`src/rtl/fil2dma_wr_arb.sv`:
```
// Round-robin write arbiter in front of the fil2dma sync FIFO.
// One requester owns the FIFO write port for a whole burst (ended by req_last).
// A local credit counter mirrors free FIFO entries so the FIFO is never overrun.
module fil2dma_wr_arb #(
    parameter int NUM_REQ    = 4,
    parameter int DATA_W     = 32,
    parameter int FIFO_DEPTH = 4,
    localparam int ID_W      = $clog2(NUM_REQ),
    localparam int CRED_W    = $clog2(FIFO_DEPTH) + 1
) (
    input  logic                      fil_clk,
    input  logic                      fil_rst,
    input  logic [NUM_REQ-1:0]        req_valid,
    input  logic [NUM_REQ*DATA_W-1:0] req_data,
    input  logic [NUM_REQ-1:0]        req_last,
    output logic [NUM_REQ-1:0]        req_ready,
    output logic                      fifo_wr_en,
    output logic [DATA_W-1:0]         fifo_wr_data,
    input  logic                      fifo_pop,
    output logic [ID_W-1:0]           gnt_id,
    output logic                      busy,
    output logic [CRED_W-1:0]         credits,
    output logic                      err_credit_ovf
);

    typedef enum logic {IDLE = 1'b0, GRANT = 1'b1} state_t;

    state_t              state_q, state_d;
    logic [ID_W-1:0]     gnt_id_q, gnt_id_d;
    logic [ID_W-1:0]     rr_ptr_q, rr_ptr_d;
    logic [CRED_W-1:0]   credits_q, credits_d;
    logic                err_q, err_d;
    logic                wr_en_q;
    logic [DATA_W-1:0]   wr_data_q, wr_data_d;

    logic [DATA_W-1:0]   lane_data [NUM_REQ];
    logic                pick_found;
    logic [ID_W-1:0]     pick_id;
    logic                transfer;
    logic                last_beat;

    // Split the flat payload bus into one word per requester
    generate
        for (genvar gi = 0; gi < NUM_REQ; gi++) begin : g_lane
            assign lane_data[gi] = req_data[gi*DATA_W +: DATA_W];
        end
    endgenerate

    // Find the first valid requester at or after rr_ptr (descending scan so the lowest offset wins)
    always_comb begin
        pick_found = 1'b0;
        pick_id    = '0;
        for (int k = NUM_REQ - 1; k >= 0; k--) begin
            if (req_valid[ID_W'((int'(rr_ptr_q) + k) % NUM_REQ)]) begin
                pick_found = 1'b1;
                pick_id    = ID_W'((int'(rr_ptr_q) + k) % NUM_REQ);
            end
        end
    end

    // State register plus all datapath registers; reset wins over any pending push
    always_ff @(posedge fil_clk) begin
        if (fil_rst) begin
            state_q   <= IDLE;
            gnt_id_q  <= '0;
            rr_ptr_q  <= '0;
            credits_q <= CRED_W'(FIFO_DEPTH);
            err_q     <= 1'b0;
            wr_en_q   <= 1'b0;
            wr_data_q <= '0;
        end else begin
            state_q   <= state_d;
            gnt_id_q  <= gnt_id_d;
            rr_ptr_q  <= rr_ptr_d;
            credits_q <= credits_d;
            err_q     <= err_d;
            wr_en_q   <= transfer;
            wr_data_q <= wr_data_d;
        end
    end

    // Next-state: arbitrate in IDLE, leave GRANT on the accepted last beat
    always_comb begin
        state_d = state_q;
        case (state_q)
            IDLE:    if (pick_found) state_d = GRANT;
            GRANT:   if (transfer && last_beat) state_d = IDLE;
            default: state_d = IDLE;
        endcase
    end

    // Outputs: ready only from registered state so there is no valid->ready path
    always_comb begin
        req_ready = '0;
        busy      = (state_q == GRANT);
        if (state_q == GRANT && credits_q != '0) begin
            req_ready[gnt_id_q] = 1'b1;
        end
        transfer  = |(req_valid & req_ready);
        last_beat = req_last[gnt_id_q];
    end

    // Grant id, round-robin pointer and captured push data
    always_comb begin
        gnt_id_d  = gnt_id_q;
        rr_ptr_d  = rr_ptr_q;
        wr_data_d = wr_data_q;
        if (state_q == IDLE && pick_found) begin
            gnt_id_d = pick_id;
        end
        if (transfer) begin
            wr_data_d = lane_data[gnt_id_q];
            if (last_beat) begin
                rr_ptr_d = (gnt_id_q == ID_W'(NUM_REQ - 1)) ? '0 : gnt_id_q + ID_W'(1);
            end
        end
    end

    // Credits: reserve on transfer, return on pop; a pop with nothing outstanding is flagged
    always_comb begin
        credits_d = credits_q;
        err_d     = err_q;
        case ({transfer, fifo_pop})
            2'b10: credits_d = credits_q - CRED_W'(1);
            2'b01: begin
                if (credits_q == CRED_W'(FIFO_DEPTH)) begin
                    err_d = 1'b1;
                end else begin
                    credits_d = credits_q + CRED_W'(1);
                end
            end
            default: credits_d = credits_q;
        endcase
    end

    assign fifo_wr_en     = wr_en_q;
    assign fifo_wr_data   = wr_data_q;
    assign gnt_id         = gnt_id_q;
    assign credits        = credits_q;
    assign err_credit_ovf = err_q;

endmodule
```
`config.mk`:
```
export PLATFORM = sky130hd
export DESIGN_NAME = fil2dma_wr_arb
export DESIGN_NICKNAME = d
export VERILOG_FILES = /design/src/rtl/fil2dma_wr_arb.sv
export SDC_FILE = /design/constraint.sdc
export NUM_CORES = 1
export LEC_CHECK = 0
export CELL_PAD_IN_SITES_DETAIL_PLACEMENT = 1
export CELL_PAD_IN_SITES_GLOBAL_PLACEMENT = 1
export CORE_MARGIN = 5
export CORE_UTILIZATION = 26
export DETAILED_ROUTE_END_ITERATION = 12
export PLACE_DENSITY = 0.94
export SYNTH_ARGS = -nofsm -noshare
export SYNTH_HDL_FRONTEND = slang
export SYNTH_SLANG_ARGS = --single-unit
export TNS_END_PERCENT = 100
```
`constraint.sdc`:
```
create_clock -name fil_clk -period 5.5 [get_ports fil_clk]
set_input_delay 0.55 -clock fil_clk [delete_from_list [all_inputs] [get_ports fil_clk]]
set_output_delay 0.55 -clock fil_clk [all_outputs]
set_load 0.02 [all_outputs]
```
Word-level counts from Yosys, hierarchy flattened

Cells that the tools add are included.

Bits in registers: 42
Bits of input ports: 139

Eq/ne operators: 5
Bitwise operators: 3
Add/subtract/negate cells: 6
Reductions and logical operators: 10
Multiplexer cells: 34
$lt $le $gt $ge: 7

Operators by type and width:

| cell                                                                  | count |
|---|---|
| 32-bit binary-select mux with 2-bit select                            | 1 |
| 32-bit two-way mux                                                    | 2 |
| 2-bit by 4-bit < comparator with 1-bit output (second input constant) | 4 |
| 1-bit two-way mux                                                     | 16 |
| 1-bit binary-select mux with 2-bit select                             | 5 |
| 2-bit two-way mux                                                     | 5 |
| 3-bit one-hot mux with 2 select lines                                 | 1 |
| 2-bit AND reduction                                                   | 3 |
| 2-bit by 1-bit adder with 2-bit output (second input constant)        | 2 |
| 2-bit adder (second input constant)                                   | 2 |
| 4-bit bitwise AND                                                     | 1 |
| 2-bit == test (second input constant)                                 | 2 |
| 1-bit logical AND                                                     | 4 |
| 4-bit two-way mux                                                     | 1 |
| 4-bit OR reduction                                                    | 1 |
| 3-bit by 1-bit adder with 3-bit output (second input constant)        | 1 |
| 3-bit == test (second input constant)                                 | 1 |
| 3-bit >= comparator (second input constant)                           | 1 |
| 2-bit by 3-bit < comparator with 1-bit output (second input constant) | 1 |
| 3-bit two-way mux                                                     | 1 |
| 2-bit inverter with 3-bit output                                      | 1 |
| 3-bit nonzero test                                                    | 1 |
| 3-bit by 1-bit subtractor with 3-bit output (second input constant)   | 1 |
| 1-bit demux with 2-bit select                                         | 1 |
| other kinds (6)                                                       | 6 |

Logic depth before layout (Yosys ltp)

Gate-level depths: netlist of the first run.

Depth in word-level cells: 10
Depth in mapped cells: 12

Worst setup path after synthesis of the first run

No wires, ideal clock.

Kind: reg-to-reg
Start point: register gnt_id_q[1] (netlist: gnt_id[1])
End point: register credits_q[2] (netlist: credits[2])
Stages on the path, launching flop included: 13
Slack: 2518 ps
Path buffers: 3
Period minus slack after synthesis: 2982 ps
Arrival time: 2910 ps
Cell sequence: dfxtp_1 -> buf_2 -> buf_1 -> inv_1 -> ha_1 -> a22o_1 -> o21ai_4 -> buf_2 -> nand2_1 -> fa_1 -> and3_1 -> mux2i_1 -> mux2i_1

Longest elaborated chain between the ends: 10

Ends and longest elaborated chain:

| what                                                                                                                                         | line | text |
|---|---|---|
| start, declared                                                                                                                              | 29   | `logic [ID_W-1:0] gnt_id_q, gnt_id_d;` |
| start signal, assigned                                                                                                                       | 73   | `gnt_id_q <= gnt_id_d;` |
| 2-bit by 3-bit < comparator with 1-bit output (implied by the code) / 2-bit by 1-bit >= comparator with 1-bit output (equally long branches) | 97   | `req_ready[gnt_id_q] = 1'b1;` |
| 1-bit logical AND (implied by the code)                                                                                                      | 97   |  |
| 1-bit two-way mux (implied by the code)                                                                                                      | 97   |  |
| 1-bit demux with 2-bit select (*)                                                                                                            | 97   |  |
| 4-bit two-way mux (*)                                                                                                                        | 96   | `if (state_q == GRANT && credits_q != '0) begin` |
| 4-bit bitwise AND (*)                                                                                                                        | 99   | `transfer = \|(req_valid & req_ready);` |
| 4-bit OR reduction (*)                                                                                                                       | 99   |  |
| 2-bit by 1-bit == test with 1-bit output / 2-bit == test (equally long branches)                                                             | 123  | `case ({transfer, fifo_pop})` |
| 2-bit != test (no source line) / 2-bit nonzero test (equally long branches)                                                                  | --   |  |
| 2-bit AND reduction (no source line)                                                                                                         | --   |  |
| end signal, assigned                                                                                                                         | 67   | `credits_q <= CRED_W'(FIFO_DEPTH);` |
| end signal, assigned                                                                                                                         | 75   | `credits_q <= credits_d;` |
| end, declared                                                                                                                                | 31   | `logic [CRED_W-1:0] credits_q, credits_d;` |

Every way passes the cells marked *; elsewhere a longest branch is shown, timed or not.
A chain may end at the register's enable or synchronous reset.

Worst setup path after layout of the first run

Same ends and word-level chain as after synthesis.

==> results of run 1 <==
worst min path at each step:
stage	slack [ns]	from	to	depth (start not counted)
2_1_floorplan	0.44	rr_ptr_q[0]	rr_ptr_q[0]	2
3_3_place_gp	0.44	fifo_wr_data[16]	fifo_wr_data[16]	2
3_5_place_dp	0.45	fifo_wr_data[23]	fifo_wr_data[23]	2
4_1_cts	0.46	fifo_wr_data[23]	fifo_wr_data[23]	2
5_1_grt	0.48	fifo_wr_data[26]	fifo_wr_data[26]	2
6_report	0.46	fifo_wr_data[23]	fifo_wr_data[23]	2
synthesized netlist by cell type, drive strengths merged:
library cell	count	area, um^2
o221ai	2	17.52
a311oi	1	8.760
and2	4	25.02
nor4	1	6.260
mux2	1	11.26
o22ai	1	6.260
clkbuf	6	22.52
o32ai	1	8.760
xnor2	1	8.760
nor2	10	37.54
a22o	2	17.52
a21oi	38	190.2
or3	1	6.260
o21a	2	15.01
or2	1	6.260
nor2b	1	6.260
a41oi	1	8.760
o21ai	3	26.28
or3b	1	8.760
dfxtp	42	840.8
and3	1	6.260
mux2i	3	30.03
a21boi	1	7.510
ha	4	50.05
o211ai	1	12.51
buf	14	73.82
o21bai	1	7.510
mux4	33	747.0
fa	1	20.02
inv	5	18.77
nand2	69	259.0
o31a	1	10.01
nand2b	3	18.77
layout make-up:
| class | instances | area [um^2] |
|---|---|---|
| clock inverter | 1 | 5.005 |
| sequential | 42 | 843.3 |
| fill | 1125 | 5104 |
| tap | 133 | 166.4 |
| timing repair buffer | 184 | 1832 |
| multi-input combinational | 190 | 1584 |
| inverter | 5 | 18.77 |
| clock buffer | 7 | 86.33 |
per-layer routing:
layer  vias to the layer above  track usage (%)
met5                         -                0
met4                         0            5.771
met3                        18            5.329
met2                       131            30.10
met1                      1264            17.02
li1                       1274                -
state kept, by name (all words and copies together) (netlist names):
name and cells:
fifo_wr_data 32, credits 3, rr_ptr_q 2, fifo_wr_en 1, err_credit_ovf 1, gnt_id 2
busy 1
cells by family (layout without fill, tap and decap cells):
group | Yosys count | in the layout | share of synthesized area, %
buffers and inverters | 25 | 197 | 4.532
and+or+nand+nor | 92 | 92 | 14.98
AOI/OAI and AO/OA | 55 | 55 | 13.25
xor gates and xnor gates | 1 | 1 | 0.3449
DFF | 42 | 42 | 33.10
muxes | 37 | 37 | 31.03
adders and majority gates | 5 | 5 | 2.759
worst max-delay path, stage by stage (launching register included):
cell and delay (ns):
dfxtp_2 0.96, inv_1 0.18, ha_1 0.26, a22o_1 0.27, o21ai_4 0.75, nand2_1 0.15
fa_1 0.41, and3_1 0.15, mux2i_1 0.15, mux2i_1 0.19
metrics by stage:
step | hold WS [ns] | util [%] | std cells | power [mW]
detailed placement | 0.4468 | 46.11 | 554 | 0.7293
finish | 0.4578 | 47.05 | 562 | 0.9229
global route | 0.4803 | 47.05 | 562 | 0.9830
CTS | 0.4587 | 47.05 | 562 | 0.9401
global placement | 0.4416 | 46.11 | 554 | 0.7147
floorplan | 0.4449 | - | 257 | 0.5412
report_power, final:
part / switching, mW / internal [mW] / total, mW
clock: 0.105 / 0.101 / 0.207
combinational: 0.140 / 0.215 / 0.355
sequential: 0.0310 / 0.330 / 0.361
==> results.md, run 1 <==
- Status: complete, no violations
- Clock-pin slew on the worst setup and hold paths: 0.08 ns
- Mapped Area: ~2500 um^2
- FF-to-FF path depth: 9
- Synth warn: 0
- Worst Path Arrival: ~3.8 ns
- Max-slew headroom: a little over a third
- Syn avg cell area: 9.883 um^2
- Max Clock Freq: approximately 280 MHz
- Chip height: approximately 110 um
- Sequential area share after synthesis: approximately 33%
- Slew Limit Fails: 0
- Skew-Pair Late Insertion Delay: about 0.29 ns
- FP Rows: 36
- FF-to-FF Start: gnt_id[1]
- IO Pins: 183
- Cell Area, Placed: ~4400 um^2
- Initial antenna violation count: 0
- Max layer used: met4
- Distinct cells, synth: 37
- Cts bufs inserted: 5
- Gr usage total: between 15 and 20%
- Met3 wire len: a little under 900 um
- Hold WC Path Type: reg2reg
- Routed wire length: roughly 9.7 mm
- DRC viols: 0
- Setup CP Type: reg2reg
- Worst setup path startpoint: gnt_id[1]
- Critical Path Start Type: register
- Max cap viols: 0
- CTS tree: done
- Final Cycle Share: 65.11%
- Port Buf Inserts: roughly 180
- Worst-path fanout max: 38
- Overflow after GRT: 0
- Vias in the first global route: between 3,000 and 4,000
- H-tree levels: 2
- Worst-Margin Slew: between 0.9 and 1 ns
- Reg-to-reg endpoint: credits[2]
- Yosys reg bits: between 40 and 50
- Setup TNS: 0 ns
- Crit path to: credits[2]
- R2r setup slk: around 1.9 ns
- CTS root buf: clkbuf_8
- Final Hold Vio Count: 0
- Post-CTS Setup Bufs: 0
- Starting Density: 26.35%
- Area grow syn2layout: 78.57%
- Min cycle time layout: 3.581 ns
- Final GP Congestion: 0.7649
- Die area: around 12,000 um^2
- Min setup slack post-route: 1.919 ns
- Via count: about 2,700
- Post-CTS Hold Fix Bufs: 0
- Ant diodes: 0
- CP Data Required Time: between 5 and 6 ns
- Skew final: approximately 0.0042 ns
- Largest net degree at the start of global routing: 46
- Place WS: 1.840 ns
- DIE WIDTH: 108.8 um
- Clk sinks: 42
- Core ar.: roughly 9600 um^2
- Longest Clk Path Bufs: 2
- Worst VDD drop: ~0.000091 V
- Cts repair resizes: 0
- Routed len/inst: around 17 um
- Leak: 1.545 nW
- Commonest non-fill, non-tap cell in the layout: clkdlybuf4s50_1
- Post-Syn Instances: approximately 260
- RSZ-0062 raised after global routing: false
- Power per cell area: between 200 and 250 nW/um^2
- Crit end category: register
- Syn Nets: roughly 400
- DR pass1 iterations: 4
- First DRT Iteration DRCs: between 60 and 70
- Detail Placement HPWL: about 8 mm
- Ratio of cells with drive above 1 in the final layout: between 10% and 20%
- Drt via density: between 4 and 5
- Nets: 572
- # setup viols final: 0
- Post-route cell area: 4536 um^2
- Most frequent cells in the layout: 181 x clkdlybuf4s50_1, 69 x nand2_1, 40 x dfxtp_1
- Antenna-violating nets left: 0
- DR WL met2: between 5 and 6 mm
- Wl on met1: between 3 and 4 mm
- First-pass GRT wire length: around 15 mm
No activity file was read; power rests on OpenSTA's default activity.
==> run 2, diff against run 1 <==
--- a/config.mk
+++ b/config.mk
@@ -8,9 +8,9 @@
 export CELL_PAD_IN_SITES_DETAIL_PLACEMENT = 1
 export CELL_PAD_IN_SITES_GLOBAL_PLACEMENT = 1
 export CORE_MARGIN = 5
-export CORE_UTILIZATION = 26
+export CORE_UTILIZATION = 22
 export DETAILED_ROUTE_END_ITERATION = 12
-export PLACE_DENSITY = 0.94
+export PLACE_DENSITY = 0.85
 export SYNTH_ARGS = -nofsm -noshare
 export SYNTH_HDL_FRONTEND = slang
 export SYNTH_SLANG_ARGS = --single-unit
==> constraint.sdc (replaced) <==
create_clock -name fil_clk -period 3.2 [get_ports fil_clk]
set_input_delay 0.32 -clock fil_clk [delete_from_list [all_inputs] [get_ports fil_clk]]
set_output_delay 0.32 -clock fil_clk [all_outputs]
set_load 0.02 [all_outputs]
==> run 2 against run 1 <==
Compared with the run above:
- non-clock buffer count grew 3
- critical path depth is the same
- flip-flop and latch count unchanged
- hold slack lost 0.0053 ns
==> results.md, run 2 (synthesis gave the netlist of run 1 again) <==
- Critical hold path startpoint: fifo_wr_data[31]
- CTS tree: done
- FF-to-FF path depth: 9 (unchanged)
- DR pass1 iterations: 4 (unchanged)
- Cts bufs inserted: 5 (unchanged)
- Overflow after GRT: 0 (unchanged)
- Hold Path Sink: fifo_wr_data[31]
- Initial antenna violation count: 0 (unchanged)
- Setup CP Type: reg2reg
- Core ar.: 11,370 um^2 (+18%)
- CP Data Required Time: 3.41 ns (-2.31 ns)
- RSZ-0062 raised after global routing: false
- Min cycle time layout: 2.457 ns (-1.124 ns)
- # setup viols final: 0 (unchanged)
- Hold Path Depth: 2 (unchanged)
- Final Hold Vio Count: 0 (unchanged)
- DR WL met2: 5.562 mm (+10%)
- Routed wire length: 9.995 mm (+3.4%)
- Reg-to-reg endpoint: credits[2]
- Post-CTS Setup Bufs: 0 (unchanged)
- Min Hold Slack: 0.4525 ns (-0.005301 ns)
- Power per cell area: 389.3 nW/um^2 (+91%)
- Worst VDD drop: 0.0002194 V (+140%)
- Final GP Congestion: 0.7251 (-5.2%)
- Post-Route Utilization: 40.86% (-6.2 points)
- Most frequent cells in the layout: 181 x clkdlybuf4s50_1, 69 x nand2_1, 40 x dfxtp_1
- Max cap viols: 0 (unchanged)
- Register area: 843.3 um^2 (unchanged)
- Port Buf Inserts: 182 (unchanged)
- FP Rows: 39 (+8.3%)
- Starting Density: 22.34% (-4.0 points)
- Worst Path Arrival: 2.66 ns (-1.14 ns)
- IO Pins: 183 (unchanged)
- Longest Clk Path Bufs: 2 (unchanged)
- Clk sinks: 42 (unchanged)
- First DRT Iteration DRCs: 57 (-11%)
- Status: complete, no violations
- R2r setup slk: 0.74 ns (-1.18 ns)
- Max Clock Freq: 407.0 MHz (+46%)
- DIE WIDTH: 117.5 um (+7.9%)
- Ratio of cells with drive above 1 in the final layout: 12.27% (+0.61 points)
- Area grow syn2layout: 82.91%
- Vias in the first global route: 3,158 (+4.3%)
- Commonest non-fill, non-tap cell in the layout: clkdlybuf4s50_1
- Multi-input gate area: 1584 um^2 (unchanged)
- Wl on met1: 3.569 mm (+3.2%)
- Drt via density: 4.720 (-1.3%)
- Max layer used: met4
- Routed len/inst: 17.38 um (+1.1%)
- Critical Path Start Type: register
- First-pass GRT wire length: 16.16 mm (+7.8%)
- Leak: 1.589 nW (+2.8%)
- Via count: 2,714 (+1.0%)
- Worst-path fanout max: 18 (-53%)
- Clock-pin slew on the worst setup and hold paths: 0.06 ns (-0.02 ns)
- Hold WC Path Type: reg2reg
- Skew-Pair Late Insertion Delay: 0.28 ns (about the same)
- Chip height: 117.5 um (+7.9%)
- Largest net degree at the start of global routing: 46 (unchanged)
- CTS root buf: clkbuf_16
- H-tree levels: 2 (unchanged)
- Crit end category: register
- Post-CTS Hold Fix Bufs: 0 (unchanged)
- Met3 wire len: 692 um (-22%)
- Skew final: 0.006581 ns (+0.002359 ns)
- Max-slew headroom: 45.11% (+9.7 points)
- Die area: 13,790 um^2 (+16%)
- Setup TNS: 0 ns (unchanged)
- FF-to-FF Start: gnt_id[1]
- Detail Placement HPWL: 8.442 mm (+6.2%)
- Fill cells: 1,293 (+15%)
- Worst-Margin Slew: 0.8234 ns (-0.1415 ns)
- Cts repair resizes: 0 (unchanged)
- DRC viols: 0 (unchanged)
- Ant diodes: 0 (unchanged)
- Final Cycle Share: 76.78% (+12 points)
- Gr usage total: 14.28% (-1.9 points)
- Max reg flops: 32 (unchanged)
- Slew Limit Fails: 0 (unchanged)
- Antenna-violating nets left: 0 (unchanged)
- Nets: 575 (+0.52%)
-- run 2: cell types whose count changed in the layout (fill, tap and decap cells not counted) --
cell / previous run / this run
buf_4: 2 / 5
bufinv_16: 0 / 1
clkbuf_16: 0 / 5
clkbuf_8: 6 / 0
clkinv_2: 1 / 0
clkinvlp_4: 0 / 1
-- run 2: through the flow --
stage                     setup slack, ns  power [mW]  cells  area [um^2]
after global routing               0.5630       1.910    575         4646
after CTS                          0.7048       1.840    575         4646
final                              0.7429       1.808    575         4646
after global placement             0.8104       1.237    567         4479
after floorplan                    0.2184      0.9302    257         2540
after detailed placement           0.7198       1.262    567         4479
-- run 2: power breakdown --
part / total, mW / switching [mW] / internal [mW]
clock network: 0.570 / 0.202 / 0.368
registers: 0.607 / 0.0383 / 0.568
logic: 0.631 / 0.259 / 0.373
-- run 2: worst max-delay path by stage --
stage / start / endpoint / slack [ns] / cells after the start
after global routing: gnt_id[1] / credits[2] / 0.56 / 9
after global placement: gnt_id[1] / credits[2] / 0.81 / 9
final: gnt_id[1] / credits[2] / 0.74 / 9
after CTS: gnt_id[1] / credits[2] / 0.70 / 9
after floorplan: gnt_id[1] / credits[2] / 0.22 / 12
after detailed placement: gnt_id[1] / credits[2] / 0.72 / 9
-- run 2: routing by layer --
layer	up-vias	global-route usage (%)
li1	1278	-
met3	10	4.133
met2	107	27.72
met5	-	0
met4	0	3.799
met1	1319	14.76
-- run 2: final cells by class --
cell class                      instances  area share (%)
Clock buffer                            6           2.774
Clock inverter                          2          0.8080
Inverter                                5          0.4040
Multi-Input combinational cell        190           34.10
Sequential cell                        42           18.15
Tap cell                              143           3.851
Timing Repair Buffer                  187           39.91
-- run 2: critical path, cell delays in order, from the launching register on --
cell,delay (ns)
dfxtp_2,0.64
inv_1,0.13
ha_1,0.22
a22o_1,0.27
o21ai_4,0.15
nand2_1,0.08
fa_1,0.38
and3_1,0.16
mux2i_1,0.16
mux2i_1,0.19
==> run 3, diff against run 2 <==
==> constraint.sdc (replaced) <==
create_clock -name fil_clk -period 2.1 [get_ports fil_clk]
set_input_delay 0.21 -clock fil_clk [delete_from_list [all_inputs] [get_ports fil_clk]]
set_output_delay 0.21 -clock fil_clk [all_outputs]
set_load 0.02 [all_outputs]
==> run 3 against run 2 <==
Compared with the run above:
- setup slack got worse by 0.68 ns
- register-to-register slack lost 0.68 ns
- combinational power increased by 63%
- utilization is 1.2 points higher
- flip-flop and latch count is the same
- global-route usage decreased by 0.052 points
- routed wire length increased by 2.6%
- via count increased by 1.9%
- critical endpoint unchanged
- sequential power is 50% higher
==> results.md, run 3 (synthesis gave the netlist of run 1 again) <==
- Sw Pwr: 768.1 uW (+54%)
- DIE WIDTH: 117.5 um (unchanged)
- Clock Power Share: 28.3% (-3.2 points)
- Vias in the first global route: 3,159 (+0.032%)
- Routed wire length: 10.25 mm (+2.6%)
- Max-slew headroom: 79.25% (+34 points)
- Register area: 848.3 um^2 (+0.59%)
- Commonest non-fill, non-tap cell in the layout: clkdlybuf4s50_1
- Worst-Margin Slew: 0.3084 ns (-0.5150 ns)
- Initial antenna violation count: 0 (unchanged)
- Post-route cell area: 4787 um^2 (+3.0%)
- Crit end category: register
- CTS root buf: clkbuf_16
- Core ar.: 11,370 um^2 (unchanged)
- Final Cycle Share: 97.19% (+20 points)
- Antenna-violating nets left: 0 (unchanged)
- Cts bufs inserted: 5 (unchanged)
- Area grow syn2layout: 88.47%
- Ratio of cells with drive above 1 in the final layout: 16.96% (+4.7 points)
- Worst-path fanout max: 6 (-12)
- M2 GR Usage: 27.79% (+0.071 points)
- Worst VDD drop: 0.0002810 V (+28%)
- Crit-path cells: inv_4 -> ha_4 -> a22o_4 -> o21ai_4 -> nand2_2 -> fa_2 -> and3_1 -> mux2i_1 -> mux2i_1
- Detail Placement HPWL: 8.520 mm (+0.93%)
- R2r setup slk: 0.06 ns (-0.68 ns)
- Max Clock Freq: 490.0 MHz (+20%)
- Routed len/inst: 17.34 um (-0.23%)
- Nets: 591 (+2.8%)
- Switch share: 28.32% (+0.73 points)
- Reg-to-reg endpoint: credits[2]
- Drt via density: 4.679 (-0.88%)
- Crit-path slowest cell: dfxtp_4
- Most frequent CP cell: mux2i_1
- # setup viols final: 0 (unchanged)
- CP Data Required Time: 2.31 ns (-1.10 ns)
- Max cap viols: 0 (unchanged)
- Internal: 1.944 mW (+48%)
- Skew final: 0.003923 ns (-0.002658 ns)
- Final Hold Vio Count: 0 (unchanged)
- Skew-Pair Late Insertion Delay: 0.28 ns (about the same)
- Worst setup path startpoint: gnt_id[0]
- Delay-heaviest family, CP: adder cells
- Max reg flops: 32 (unchanged)
- Cell Area, Placed: 4626 um^2 (+3.3%)
- H-tree levels: 2 (unchanged)
- Min Hold Slack: 0.2623 ns (-0.1902 ns)
- Hold WC Path Type: in2reg
- Slew Limit Fails: 0 (unchanged)
- Leak: 1.670 nW (+5.1%)
- Largest net degree at the start of global routing: 22 (-52%)
- Overflow after GRT: 0 (unchanged)
- IO Pins: 183 (unchanged)
- Multi-input gate area: 1613 um^2 (+1.8%)
- Grt met3 use: 4.757% (+0.62 points)
- Final GP Congestion: 0.7682 (+5.9%)
- Critical Path Start Type: register
- Most frequent cells in the layout: 181 x clkdlybuf4s50_1, 68 x nand2_1, 40 x dfxtp_1
- Delay of the slowest critical-path stage: 0.39 ns (-0.25 ns)
- Die area: 13,790 um^2 (unchanged)
- Ant diodes: 0 (unchanged)
- FP Rows: 39 (unchanged)
- DR pass1 iterations: 4 (unchanged)
- Starting Density: 22.34% (unchanged)
- Power per cell area: 566.5 nW/um^2 (+46%)
- Longest Clk Path Bufs: 2 (unchanged)
- Gr usage total: 14.23% (-0.052 points)
- Via count: 2,765 (+1.9%)
- FF-to-FF Start: gnt_id[0]
- Clk sinks: 42 (unchanged)
- Clock-pin slew on the worst setup and hold paths: 0.06 ns (about the same)
- Critical path depth: 9 (unchanged)
- Crit path to: credits[2]
- GR Layer Usage met1: 13.70% (-1.1 points)
- CTS tree: done
- First-pass GRT wire length: 15.94 mm (-1.4%)
- Fill cells: 1,281 (-0.93%)
- Status: complete, no violations
- Combinational Power Share: 38.2% (+3.3 points)
- Cell count after placement: 582 (+2.6%)
- First DRT Iteration DRCs: 54 (-5.3%)
- Gr busiest metal: met2
- DRC viols: 0 (unchanged)
- Setup CP Type: reg2reg
- Port Buf Inserts: 182 (unchanged)
- Reg power frac: 33.5% (about the same)
- Final cell count without fillers: 591 (+2.8%)
- Chip height: 117.5 um (unchanged)
- Min cycle time layout: 2.041 ns (-0.4161 ns)
- CP Buf/Inv Count: 1 (unchanged)
- Worst Path Arrival: 2.25 ns (-0.41 ns)
- FF-to-FF path depth: 9 (unchanged)
[run 3: changes by cell type in the layout (fill, tap and decap cells not counted), moves of 2 or more]
cell / previous run / this run
dfxtp_4: 0 / 2
inv_1: 5 / 3
ha_1: 4 / 2
dfxtp_2: 2 / 0
buf_4: 5 / 20
[run 3: how the worst min path moves through the flow]
stage	from	end	slack [ns]	depth (start not counted)
6_report	fil_rst	fifo_wr_data[8]	0.26	2
5_1_grt	fil_rst	fifo_wr_data[8]	0.27	2
4_1_cts	fil_rst	fifo_wr_data[8]	0.25	2
3_5_place_dp	fifo_wr_data[25]	fifo_wr_data[25]	0.45	2
3_3_place_gp	fifo_wr_data[16]	fifo_wr_data[16]	0.44	2
2_1_floorplan	fifo_pop	credits[0]	0.40	2
[run 3: power by group through the flow]
stage               Sequential, mW  Clock (mW)  Combinational [mW]
floorplan                     1.01           0               0.436
global placement             0.922           0                1.01
detailed placement           0.927           0                1.04
CTS                          0.909       0.804                1.05
global route                 0.918       0.835                1.11
finish                       0.909       0.768                1.03
[run 3: layout make-up]
class	instances	share of cell area, %
Timing Repair Buffer	203	41.32
Multi-Input combinational cell	190	33.69
Clock inverter	1	0.1045
Sequential cell	42	17.72
Clock buffer	7	2.980
Inverter	5	0.4443
Tap cell	143	3.738
[run 3: repair_timing]
action / 4_1_cts / 5_1_grt
endpoints found under the setup margin: 0 / 17
setup buffers: 0 / 1
resized for setup: 0 / 3
hold buffers: 0 / 0
[run 3: layer usage]
| metal | part of all wire, % | up-vias |
|---|---|---|
| li1 | - | 1307 |
| met1 | 35 | 1312 |
| met2 | 55 | 125 |
| met3 | 7.9 | 21 |
| met4 | 2.8 | 0 |
| met5 | 0 | - |
[run 3: stage by stage]
step	setup slack [ns]	util (%)	TNS (ns)	total power, mW
5_1_grt	-0.01240	42.10	-0.01240	2.867
3_3_place_gp	0.03448	40.68	0	1.932
3_5_place_dp	-0.01290	40.68	-0.01290	1.971
6_report	0.05900	42.10	0	2.712
4_1_cts	0.01675	41.98	0	2.761
2_1_floorplan	-0.3796	-	-0.6101	1.443
==> edit 1: new RTL, settings of run 3 <==
Register the output `err_credit_ovf` once more, cleared by the reset; this adds one clock of latency there. The other outputs are not delayed to match.
--- a/src/rtl/fil2dma_wr_arb.sv
+++ b/src/rtl/fil2dma_wr_arb.sv
@@ -138,5 +138,11 @@
     assign gnt_id         = gnt_id_q;
     assign credits        = credits_q;
-    assign err_credit_ovf = err_q;
+    always_ff @(posedge fil_clk) begin
+        if (fil_rst) begin
+            err_credit_ovf <= '0;
+        end else begin
+            err_credit_ovf <= err_q;
+        end
+    end
 
 endmodule
Formal check against the unedited RTL: not equivalent (a bounded check fails within 4 cycles, from zero or initial values and one cycle with fil_rst high).
==> edit 1 against run 3 <==
Routed wire length down 0.60%. Area after synthesis increased by 1.0%. Final area rose by 0.89%. Die area up 0.94%. Power is 0.23% lower. Largest power group unchanged. Critical path type unchanged. Sequential cell count increased by 1. First-iteration DRC count up 72%. Worst setup slack gained 0.017 ns.
==> edit 1: results (changes against run 3) <==
DP HPWL -> 8515 um (was 8520 um)
Seq/Total Area, Yosys -> 0.3354 (was 0.3310)
status -> finished, final reports clean (unchanged)
largest net degree at the start of global routing -> 28 (was 22)
routing usage on met1 -> 0.1484 (was 0.1370)
Critical Path Fanout Max -> 7 (was 6)
met3 WL post-DR -> 767 um (was 806 um)
flop-to-flop setup slack -> 0.08 ns (was 0.06 ns)
dpl cells -> 581 (was 582)
Synth Area in Compound Gates -> 0.1312 (was 0.1325)
vias in the first global route -> 3,138 (was 3,159)
Hold Path Class -> in -> reg (unchanged)
hold slack -> 0.3794 ns (was 0.2623 ns)
routed wire length per instance -> 17.24 um (was 17.34 um)
Via density -> 4.716 (was 4.679)
synth top area cells -> dfxtp_1 34%, mux4_2 28%, nand2_1 10% (was dfxtp_1 33%, mux4_2 28%, nand2_1 10%)
Post-Synth Adder-Cell Area -> 0.02730 (was 0.02759)
Crit path largest cell delay -> 0.37 ns (was 0.39 ns)
synthesized area per cell -> 9.908 sq um (was 9.883 sq um)
Synth Area in XOR/XNOR -> 0.003413 (was 0.003448)
mux contribution to synthesized area -> 0.3072 (was 0.3103)
Mapped Nets -> 403 (was 401)
Worst R2R Path Depth -> 8 (was 9)
layout cell share with drive strength beyond 1 -> 0.1719 (was 0.1696)
peak supply drop -> 0.2929 mV (was 0.2810 mV)
Setup WS pre-CTS -> -0.1170 ns (was -0.01290 ns)
GR Util met3 -> 0.04181 (was 0.04757)
first-pass GRT wire length -> 16,190 um (was 15,940 um)
Placer Congestion -> 0.8030 (was 0.7682)
Total GRT Usage -> 0.1426 (was 0.1423)
leak pwr -> 1.670 nW (about the same)
initial antenna violation count -> 0 (unchanged)
DP Area -> 4629 sq um (was 4626 sq um)
Vias -> 2,787 (was 2,765)
endpoint of the worst hold path -> fifo_wr_en (was fifo_wr_data[8])
[edit 1: cell type report]
type                    instances  area (sq um)
repair buffers                201          1963
inverters                       5         23.77
clock inverters                 1         5.005
clock buffers                   7         132.6
multi-input cells             191          1658
fillers                      1312          6589
flip-flops and latches         43         868.3
well taps                     143         178.9
[edit 1: power by group]
part,switching (mW),internal (mW)
combinational,0.424,0.607
sequential,0.0479,0.886
clock,0.301,0.439
total,0.772,1.93
[edit 1: how the worst max path moves through the flow]
| stage | slack [ns] | depth (start not counted) | end | start |
|---|---|---|---|---|
| finish | 0.08 | 8 | credits[2] | gnt_id[0] |
| floorplan | -0.38 | 12 | credits[2] | gnt_id[0] |
| global placement | -0.05 | 8 | credits[2] | req_valid[1] |
| global route | -0.02 | 8 | credits[2] | gnt_id[0] |
| CTS | 0.01 | 9 | credits[2] | gnt_id[1] |
| detailed placement | -0.12 | 8 | credits[2] | req_valid[1] |
==> edit 2: new RTL, flow settings as in run 3 <==
Without the edit above. `NUM_REQ`: 4 -> 2.
--- a/src/rtl/fil2dma_wr_arb.sv
+++ b/src/rtl/fil2dma_wr_arb.sv
@@ -3,5 +3,5 @@
 // A local credit counter mirrors free FIFO entries so the FIFO is never overrun.
 module fil2dma_wr_arb #(
-    parameter int NUM_REQ    = 4,
+    parameter int NUM_REQ    = 2,
     parameter int DATA_W     = 32,
     parameter int FIFO_DEPTH = 4,
Ports: changed (5 resized); port bits go from 183 to 112. The function was not compared with the original's and may differ.
==> edit 2 against run 3 <==
Via count is 33% lower. Final area is 31% lower. Routed wire length is 40% lower. Sequential cell count is 2 lower. Largest cell class unchanged. Utilization is 5.5 points lower. Worst setup slack better by 0.067 ns. Power is 24% lower. Area after synthesis is 21% lower.
==> edit 2: results (changes against run 3) <==
Clock Pin Slew Worst Setup and Hold Paths -> 0.08 ns (was 0.06 ns)
Mapped Nets -> 264 (was 401)
Worst R2R Path Depth -> 6 (was 9)
DP HPWL -> 4901 um (was 8520 um)
Setup Skew -> 0.002313 ns (was 0.003923 ns)
vias in the first global route -> 2,017 (was 3,159)
post-synthesis cell type count -> 30 (was 37)
Post-Route WL -> 6170 um (was 10,250 um)
Critical Path Fanout Max -> 7 (was 6)
Via density -> 4.478 (was 4.679)
first-pass GRT wire length -> 9991 um (was 15,940 um)
Tightest Pin Transition -> 0.5311 ns (was 0.3084 ns)
Min-Delay Path Depth -> 2 (unchanged)
GR Util met3 -> 0.03184 (was 0.04757)
I/O Buffers -> 111 (was 182)
synth top area cells -> dfxtp_1 40%, a211oi_2 19%, mux2i_1 17% (was dfxtp_1 33%, mux4_2 28%, nand2_1 10%)
routing usage on met1 -> 0.1150 (was 0.1370)
Post-CTS Resized -> 0 (unchanged)
Placer Congestion -> 0.7521 (was 0.7682)
peak supply drop -> 0.2649 mV (was 0.2810 mV)
GR Layer Usage met2 -> 0.2158 (was 0.2779)
worst path arrival time -> 1.76 ns (was 2.25 ns)
initial DRC count -> 69 (was 54)
Seq/Total Area, Yosys -> 0.3973 (was 0.3310)
drt pass-1 iters -> 3 (was 4)
r2r endpoint -> credits[1] (was credits[2])
reg2reg start -> gnt_id (was gnt_id[0])
fill count -> 1,041 (was 1,281)
root buf cell -> clkbuf_8 (was clkbuf_16)
leak pwr -> 1.082 nW (was 1.670 nW)
Routed Antenna Nets -> 0 (unchanged)
flop-to-flop setup slack -> 0.31 ns (was 0.06 ns)
status -> finished, final reports clean (unchanged)
endpoint of the worst hold path -> err_credit_ovf (was fifo_wr_data[8])
layout cell share with drive strength beyond 1 -> 0.1716 (was 0.1696)
Nets -> 374 (was 591)
Total GRT Usage -> 0.1104 (was 0.1423)
-- edit 2: cell families (layout without fill, tap and decap cells) --
| group | after synthesis | after routing | share of synthesized area |
|---|---|---|---|
| mux | 35 | 35 | 0.1744 |
| compound gates | 42 | 42 | 0.2390 |
| fa+ha+maj | 1 | 1 | 0.009932 |
| flops | 40 | 40 | 0.3973 |
| simple gates | 55 | 55 | 0.1204 |
| buf+inv | 19 | 130 | 0.05897 |
-- edit 2: through the flow --
| step | area [sq um] | cells | hold WS (ns) | util |
|---|---|---|---|---|
| CTS | 3322 | 414 | 0.2532 | 0.3665 |
| global placement | 3232 | 406 | 0.4749 | 0.3565 |
| finish | 3322 | 414 | 0.2705 | 0.3665 |
| detailed placement | 3232 | 406 | 0.4742 | 0.3565 |
| floorplan | 2016 | 192 | 0.3723 | - |
| global route | 3322 | 414 | 0.2817 | 0.3665 |
-- edit 2: worst max-delay path by stage --
| stage | start | endpoint | slack (ns) | depth (start not counted) |
|---|---|---|---|---|
| 5_1_grt | credits[1] | req_ready[1] | 0.007 | 4 |
| 2_1_floorplan | gnt_id | credits[1] | 0.28 | 6 |
| 4_1_cts | credits[1] | req_ready[1] | 0.07 | 4 |
| 3_5_place_dp | req_valid[0] | credits[1] | 0.11 | 7 |
| 6_report | credits[1] | req_ready[1] | 0.13 | 4 |
| 3_3_place_gp | req_valid[0] | credits[1] | 0.19 | 7 |
-- edit 2: final cells by class --
type,instances,share of cell area
timing repair buffer,119,0.3548
multi-input combinational,133,0.3315
sequential,40,0.2414
tap,111,0.04181
clock buffer,8,0.02712
inverter,3,0.003390
-- edit 2: per-layer routing --
metal	part of all wire	up-vias
li1	-	904
met1	0.38	896
met2	0.56	47
met3	0.048	7
met4	0.012	0
met5	0	-
-- edit 2: power breakdown --
part	internal [mW]	switching, mW
logic	0.348	0.302
registers	0.824	0.0474
clock network	0.268	0.260
-- edit 2: critical path, stage by stage (launching register included) --
cell and delay, ns:
dfxtp_1 0.51, o31ai_4 0.09, buf_4 0.17, nor2_1 0.10, clkdlybuf4s50_1 0.62
